===== src/rtl/fetch_stage.sv =====
// Instruction-fetch stage: PC register, I-cache read port and IF/ID pipeline register.
// Cache misses freeze the stage; ID redirects flush IF/ID to a single bubble.
module fetch_stage #(
    parameter logic [31:0] RESET_PC = 32'h0000_0000,
    parameter logic [31:0] NOP_INST = 32'h0000_0013
) (
    input  logic        clk_i,
    input  logic        rst_i,
    input  logic        PCWrite_i,
    input  logic        IF_ID_Write_i,
    input  logic        ID_BranchTaken_i,
    input  logic [31:0] ID_BranchTarget_i,
    output logic        ICACHE_ren_o,
    output logic [29:0] ICACHE_addr_o,
    input  logic        ICACHE_stall_i,
    input  logic [31:0] ICACHE_rdata_i,
    output logic [31:0] IF_ID_pc_o,
    output logic [31:0] IF_ID_inst_o,
    output logic        IF_ID_valid_o,
    output logic        Fetch_stall_o,
    output logic [31:0] Perf_fetch_cnt_o,
    output logic [31:0] Perf_miss_cnt_o
);

    localparam int unsigned XLEN  = 32;
    localparam int unsigned ADDRW = 30;

    typedef enum logic [1:0] {
        S_BOOT  = 2'd0,
        S_FETCH = 2'd1,
        S_MISS  = 2'd2
    } fetchStateT;

    typedef struct packed {
        logic [XLEN-1:0] pc;
        logic [XLEN-1:0] inst;
        logic            valid;
    } ifIdT;

    fetchStateT      state;
    logic [XLEN-1:0] pc;
    logic [XLEN-1:0] pcPlus4;
    logic            ren;
    logic            redirect;
    ifIdT            ifId;
    logic [XLEN-1:0] fetchCnt;
    logic [XLEN-1:0] missCnt;

    // Stall is visible in the request cycle so downstream stages freeze on the same edge.
    assign Fetch_stall_o = ICACHE_stall_i & ren;
    assign redirect      = ID_BranchTaken_i & PCWrite_i;
    assign pcPlus4       = pc + XLEN'(4);

    always_ff @(posedge clk_i) begin
        if (rst_i) begin
            state    <= S_BOOT;
            ren      <= 1'b0;
            pc       <= RESET_PC;
            ifId     <= '{pc: '0, inst: NOP_INST, valid: 1'b0};
            fetchCnt <= '0;
            missCnt  <= '0;
        end else begin
            case (state)
                S_BOOT: begin
                    state <= S_FETCH;
                    ren   <= 1'b1;
                end
                default: begin
                    if (Fetch_stall_o) begin
                        // Miss in flight: everything holds, redirect is re-presented later.
                        state   <= S_MISS;
                        missCnt <= missCnt + XLEN'(1);
                    end else begin
                        state <= S_FETCH;
                        if (redirect) begin
                            pc   <= ID_BranchTarget_i;
                            ifId <= '{pc: pc, inst: NOP_INST, valid: 1'b0};
                        end else begin
                            if (PCWrite_i) begin
                                pc <= pcPlus4;
                            end
                            if (IF_ID_Write_i) begin
                                ifId     <= '{pc: pc, inst: ICACHE_rdata_i, valid: 1'b1};
                                fetchCnt <= fetchCnt + XLEN'(1);
                            end
                        end
                    end
                end
            endcase
        end
    end

    assign ICACHE_ren_o     = ren;
    assign ICACHE_addr_o    = ADDRW'(pc >> 2);
    assign IF_ID_pc_o       = ifId.pc;
    assign IF_ID_inst_o     = ifId.inst;
    assign IF_ID_valid_o    = ifId.valid;
    assign Perf_fetch_cnt_o = fetchCnt;
    assign Perf_miss_cnt_o  = missCnt;

endmodule


===== config.mk =====
export PLATFORM = sky130hd
export DESIGN_NAME = fetch_stage
export DESIGN_NICKNAME = d
export VERILOG_FILES = /design/src/rtl/fetch_stage.sv
export SDC_FILE = /design/constraint.sdc
export NUM_CORES = 1
export LEC_CHECK = 0
export CELL_PAD_IN_SITES_DETAIL_PLACEMENT = 1
export CELL_PAD_IN_SITES_GLOBAL_PLACEMENT = 1
export CORE_ASPECT_RATIO = 0.5
export CORE_MARGIN = 4
export CORE_UTILIZATION = 34
export DETAILED_ROUTE_END_ITERATION = 8
export GPL_TIMING_DRIVEN = 0
export HOLD_SLACK_MARGIN = 0.03
export PLACE_DENSITY_LB_ADDON = 0.1
export SLEW_MARGIN = 10
export SYNTH_ARGS = -nofsm -noshare
export SYNTH_HDL_FRONTEND = slang
export SYNTH_SLANG_ARGS = --single-unit

===== constraint.sdc =====
create_clock -name clk_i -period 3 [get_ports clk_i]
set_clock_uncertainty 0.2 [all_clocks]
set_input_delay 0.3 -clock clk_i [delete_from_list [all_inputs] [get_ports clk_i]]
set_output_delay 0.3 -clock clk_i [all_outputs]
set_load 0.01 [all_outputs]

# --- After elaboration in Yosys (flattened, before gate mapping) ---
# Index checks and enable logic that the tools add are counted.
totals:
  in_bits: 70
  regBits: 164
  word_cells: 31
  out_inout_bits: 161
classes:
  bitwise_logic: 5
  muxes: 6
  n_addsub: 3
  reduce_logical: 8
op_table:
  columns: ["op", "count"]
  rows:
  - ["65-bit 2-to-1 mux", 2]
  - ["32-bit by 1-bit adder with 32-bit output (second input constant)", 2]
  - ["32-bit 2-to-1 mux", 2]
  - ["32-bit by 3-bit adder with 32-bit output (second input constant)", 1]
  - ["3-bit AND reduction", 2]
  - ["4-bit AND reduction", 1]
  - ["2-bit nonzero test", 2]
  - ["1-bit inverter", 3]
  - ["1-bit bitwise AND", 2]
  - ["2-bit zero test", 1]
  - ["2-bit 2-to-1 mux", 1]
  - ["2-bit AND reduction", 1]
  - ["2-bit OR reduction", 1]
  - ["1-bit 2-to-1 mux", 1]

# --- Depth between registers and ports, before layout ---
depth:
  ltp_word: 3
  depth_mapped: 7
  mapped_depth_nobuf: 6

# --- Worst setup path after synthesis ---
# No wires, ideal clock.
synth_timing:
  path_type: "reg-to-reg"
  from: "register fetchCnt[7], in the netlist Perf_fetch_cnt_o[7]"
  to: "register fetchCnt[29], in the netlist Perf_fetch_cnt_o[29]"
  required_time_ns: 2.730
  path_slack_ns: 0.904
  arrival_time_ns: 1.825
  period_less_slack_ns: 2.096
  path_stages_with_launch: 7
  path_buffers: 1
  setup_ns: 0.070
  cell_sequence: "dfxtp_1 > and4_4 > nand4_4 > or3_4 > buf_6 > or3_1 > a21oi_1"
synth_via:
  elab_chain_len: 1
synth_lines:
  columns: ["element", "line_no", "text"]
  rows:
  - ["start: declaration", "46", "logic [XLEN-1:0] fetchCnt;"]
  - ["start signal: assignment", "84", "fetchCnt <= fetchCnt + XLEN'(1);"]
  - ["32-bit by 1-bit adder with 32-bit output", "84", null]
# No other way between the ends.
# A chain may end at the register's enable or synchronous reset.

# --- Worst setup path after layout ---
layout_timing:
  from: "input IF_ID_Write_i"
  to: "register fetchCnt[29], in the netlist Perf_fetch_cnt_o[29]"
layout_via:
  elab_chain_len: 1
layout_lines:
  columns: ["element", "line_no", "text"]
  rows:
  - ["start: declaration", "10", "input logic IF_ID_Write_i,"]
  - ["4-bit AND reduction (no line)", null, null]
# No other way between the ends.

==> results.md <==
* Sink Count at 164
* Cts repair resizes at 0
* WP data required at 3160 ps
* Max VDD drop at 0.394 mV
* Cell taking the most area after synthesis: dfxtp_1
* DP Wirelength at 19500 um
* Startpoint type of the worst setup path: input pin
* Final setup vio count at 0
* FF-to-FF path depth at 6
* Worst Setup End Kind: flop
* Top post-synthesis cells by count: dfxtp_1, nor2_1, nand2_1
* Final period utilization at 90.0%
* Number of H-tree levels at 4
* DRC Markers at 0
* Rows at 37
* Maximum fanout along the worst path at 10
* Final setup TNS at 0 ps
* Slew HR at 53.5%
* Core footprint at 20700 um^2
* Drt first pass iters at 5
* Via-to-Cell Ratio at 5.25
* Share of Yosys cell area claimed by the top area cell type at 45.3%
* Root Driver: clkbuf_16
* Total track usage at 21.8%
* Clock buffer depth at 2
* Fillers at 2476
* HP Class: input pin to flop
* Hold_buf cts at 0
* Yosys cell types at 60
* Yosys warnings at 0
* Final Slew Violations at 0
* Most frequent cell after synthesis: dfxtp_1
* Die extent in y at 111 um
* Syn_nets at 946
* GRT overflow at 0
* FMAX at 370 MHz
* CTS tree: built
* Worst hold margin at 216 ps
* Post-Syn Instances at 873
* Clock latency at the later pin of the worst-skew pair at 440 ps
* RSZ-0062 raised after global routing: false
* N_diodes at 0
* Mapped Area at 7240 um^2
* Post-synth EDFFs at 0
* Flops & latches, synth at 164
* Area grow syn2layout at 44.9%
* Largest net degree at the start of global routing at 17
* Status: finished clean
* Antenna violations before repair at 0
* Pwr/cell area at 487 nW/um^2
* DRT antenna net count at 0
* WL/cell at 18.7 um
* Number of global-route vias before repair at 7602
* Ys flop type: dfxtp_1
* MaxCap Viol Count at 0
* Cells on Worst Hold Path at 3
* Synth area leaders: dfxtp_1, nor2_1, nand2_1, a21oi_1, buf_4
* Die area at 23800 um^2
* Min Tclk post-route at 2700 ps
* Setup Buffers After CTS at 0
* Clock transition at path regs at 60 ps
* Number of DRC markers in iteration 0 at 430
* Nets at 1194
* Share of cells above drive strength 1 at 6.97%
* I/O pins at 231
* Setup CP Type: input pin to flop
* Final Hold Viols at 0
* Avg Cell Area, Syn at 8.29 um^2
* Seq/Total Area, Yosys at 45.3%
* Worst EP arrival at 2860 ps
* Total wire length at 26300 um
* Leakage power at 3.50 nW
* First-pass GRT wire length at 41800 um
* Width of the chip at 214 um
* Routed vias at 7386
* Port Buffers at 229
* Num CTS Buffers at 17
* Slew of the pin with the lowest slew margin at 697 ps
* Initial Util at 34.9%
* Async SR Flop Fraction at 0%
* GP Congestion at 0.875
-- critical path: stages --
cell,delay [ps]
clkdlybuf4s50_1,560
a21boi_1,560
nand3_2,340
or3_4,450
buf_6,160
or3_1,330
a21oi_1,160
-- layout make-up --
class                   count  area, um^2  area share, %
plain buffers              78         418           3.98
clock buffers              19         443           4.22
clock inverters            12         178           1.69
inverters                  13        48.8          0.465
multi-input cells         618        3490           33.3
flip-flops and latches    164        3280           31.3
well taps                 273         342           3.25
repair buffers            229        2290           21.8
-- report_power, final --
group / internal [mW] / switching (mW)
clock: 1.41 / 0.944
combinational: 0.236 / 0.248
sequential: 2.22 / 0.0476
total: 3.87 / 1.24
-- logic make-up after synthesis --
| family | after synthesis | synth area share (%) |
|---|---|---|
| AO/OA/AOI/OAI | 186 | 16.5 |
| XOR/XNOR | 40 | 4.84 |
| adder cells (fa/ha/maj) | 3 | 0.518 |
| buffers and inverters | 91 | 6.45 |
| flip-flops | 164 | 45.3 |
| multiplexers | 3 | 0.415 |
| AND/OR/NAND/NOR | 386 | 25.9 |
-- registers in the layout, indices dropped and copies added (netlist names) --
register          flops
IF_ID_inst_o         32
IF_ID_pc_o           32
Perf_fetch_cnt_o     32
Perf_miss_cnt_o      32
pc                   32
state                 2
ICACHE_ren_o          1
IF_ID_valid_o         1
-- per-layer routing --
metal  vias up  GRT usage, %  routed length, um
li1       3568             -                  -
met1      3641          26.9              11600
met2       150          38.9              13400
met3        27          4.08                938
met4         0          6.34                418
met5         -             0                  0
-- through the flow --
step | setup slack [ps] | total power [mW] | instances | cell area, um^2 | utilization, %
final | 299 | 5.11 | 1406 | 10500 | 50.6
after global routing | 168 | 5.30 | 1406 | 10500 | 50.6
after CTS | 335 | 5.16 | 1406 | 10500 | 50.6
after detailed placement | -101 | 2.80 | 1375 | 9870 | 47.6
after global placement | -65.9 | 2.79 | 1375 | 9870 | 47.6
after floorplan | 904 | 2.52 | 873 | 7240 | -
-- path summary, 6_finish.rpt --
path	slack [ps]	startpoint	to
hold reg to reg	250	IF_ID_pc_o[12]	IF_ID_pc_o[12]
setup reg to reg	420	pc[3]	pc[26]
setup / recovery	300	IF_ID_Write_i	Perf_fetch_cnt_o[29]
hold / removal	220	ID_BranchTarget_i[1]	pc[1]
-- layout by cell type (no fill, tap or decap), types with 3 or more instances in the layout --
cell type / count
nand2_1: 109
nor3_1: 22
xnor2_1: 23
bufinv_16: 4
a31oi_1: 5
o21a_1: 4
inv_1: 13
and2_1: 11
nand4_1: 25
mux2i_1: 3
clkdlybuf4s50_1: 229
or3_1: 22
o22ai_1: 3
a211oi_1: 17
ha_1: 3
a311oi_1: 6
nor4_1: 13
a22oi_1: 29
xor2_1: 17
clkbuf_1: 43
buf_4: 30
nand3_1: 34
o21ai_0: 32
nor2_1: 111
buf_2: 4
dfxtp_1: 164
and4_1: 6
a21oi_1: 65
or4_1: 5
clkbuf_16: 17
o221ai_1: 5
and3_1: 12
o31ai_1: 5
clkinvlp_4: 4
(Power assumes the default switching activity.)
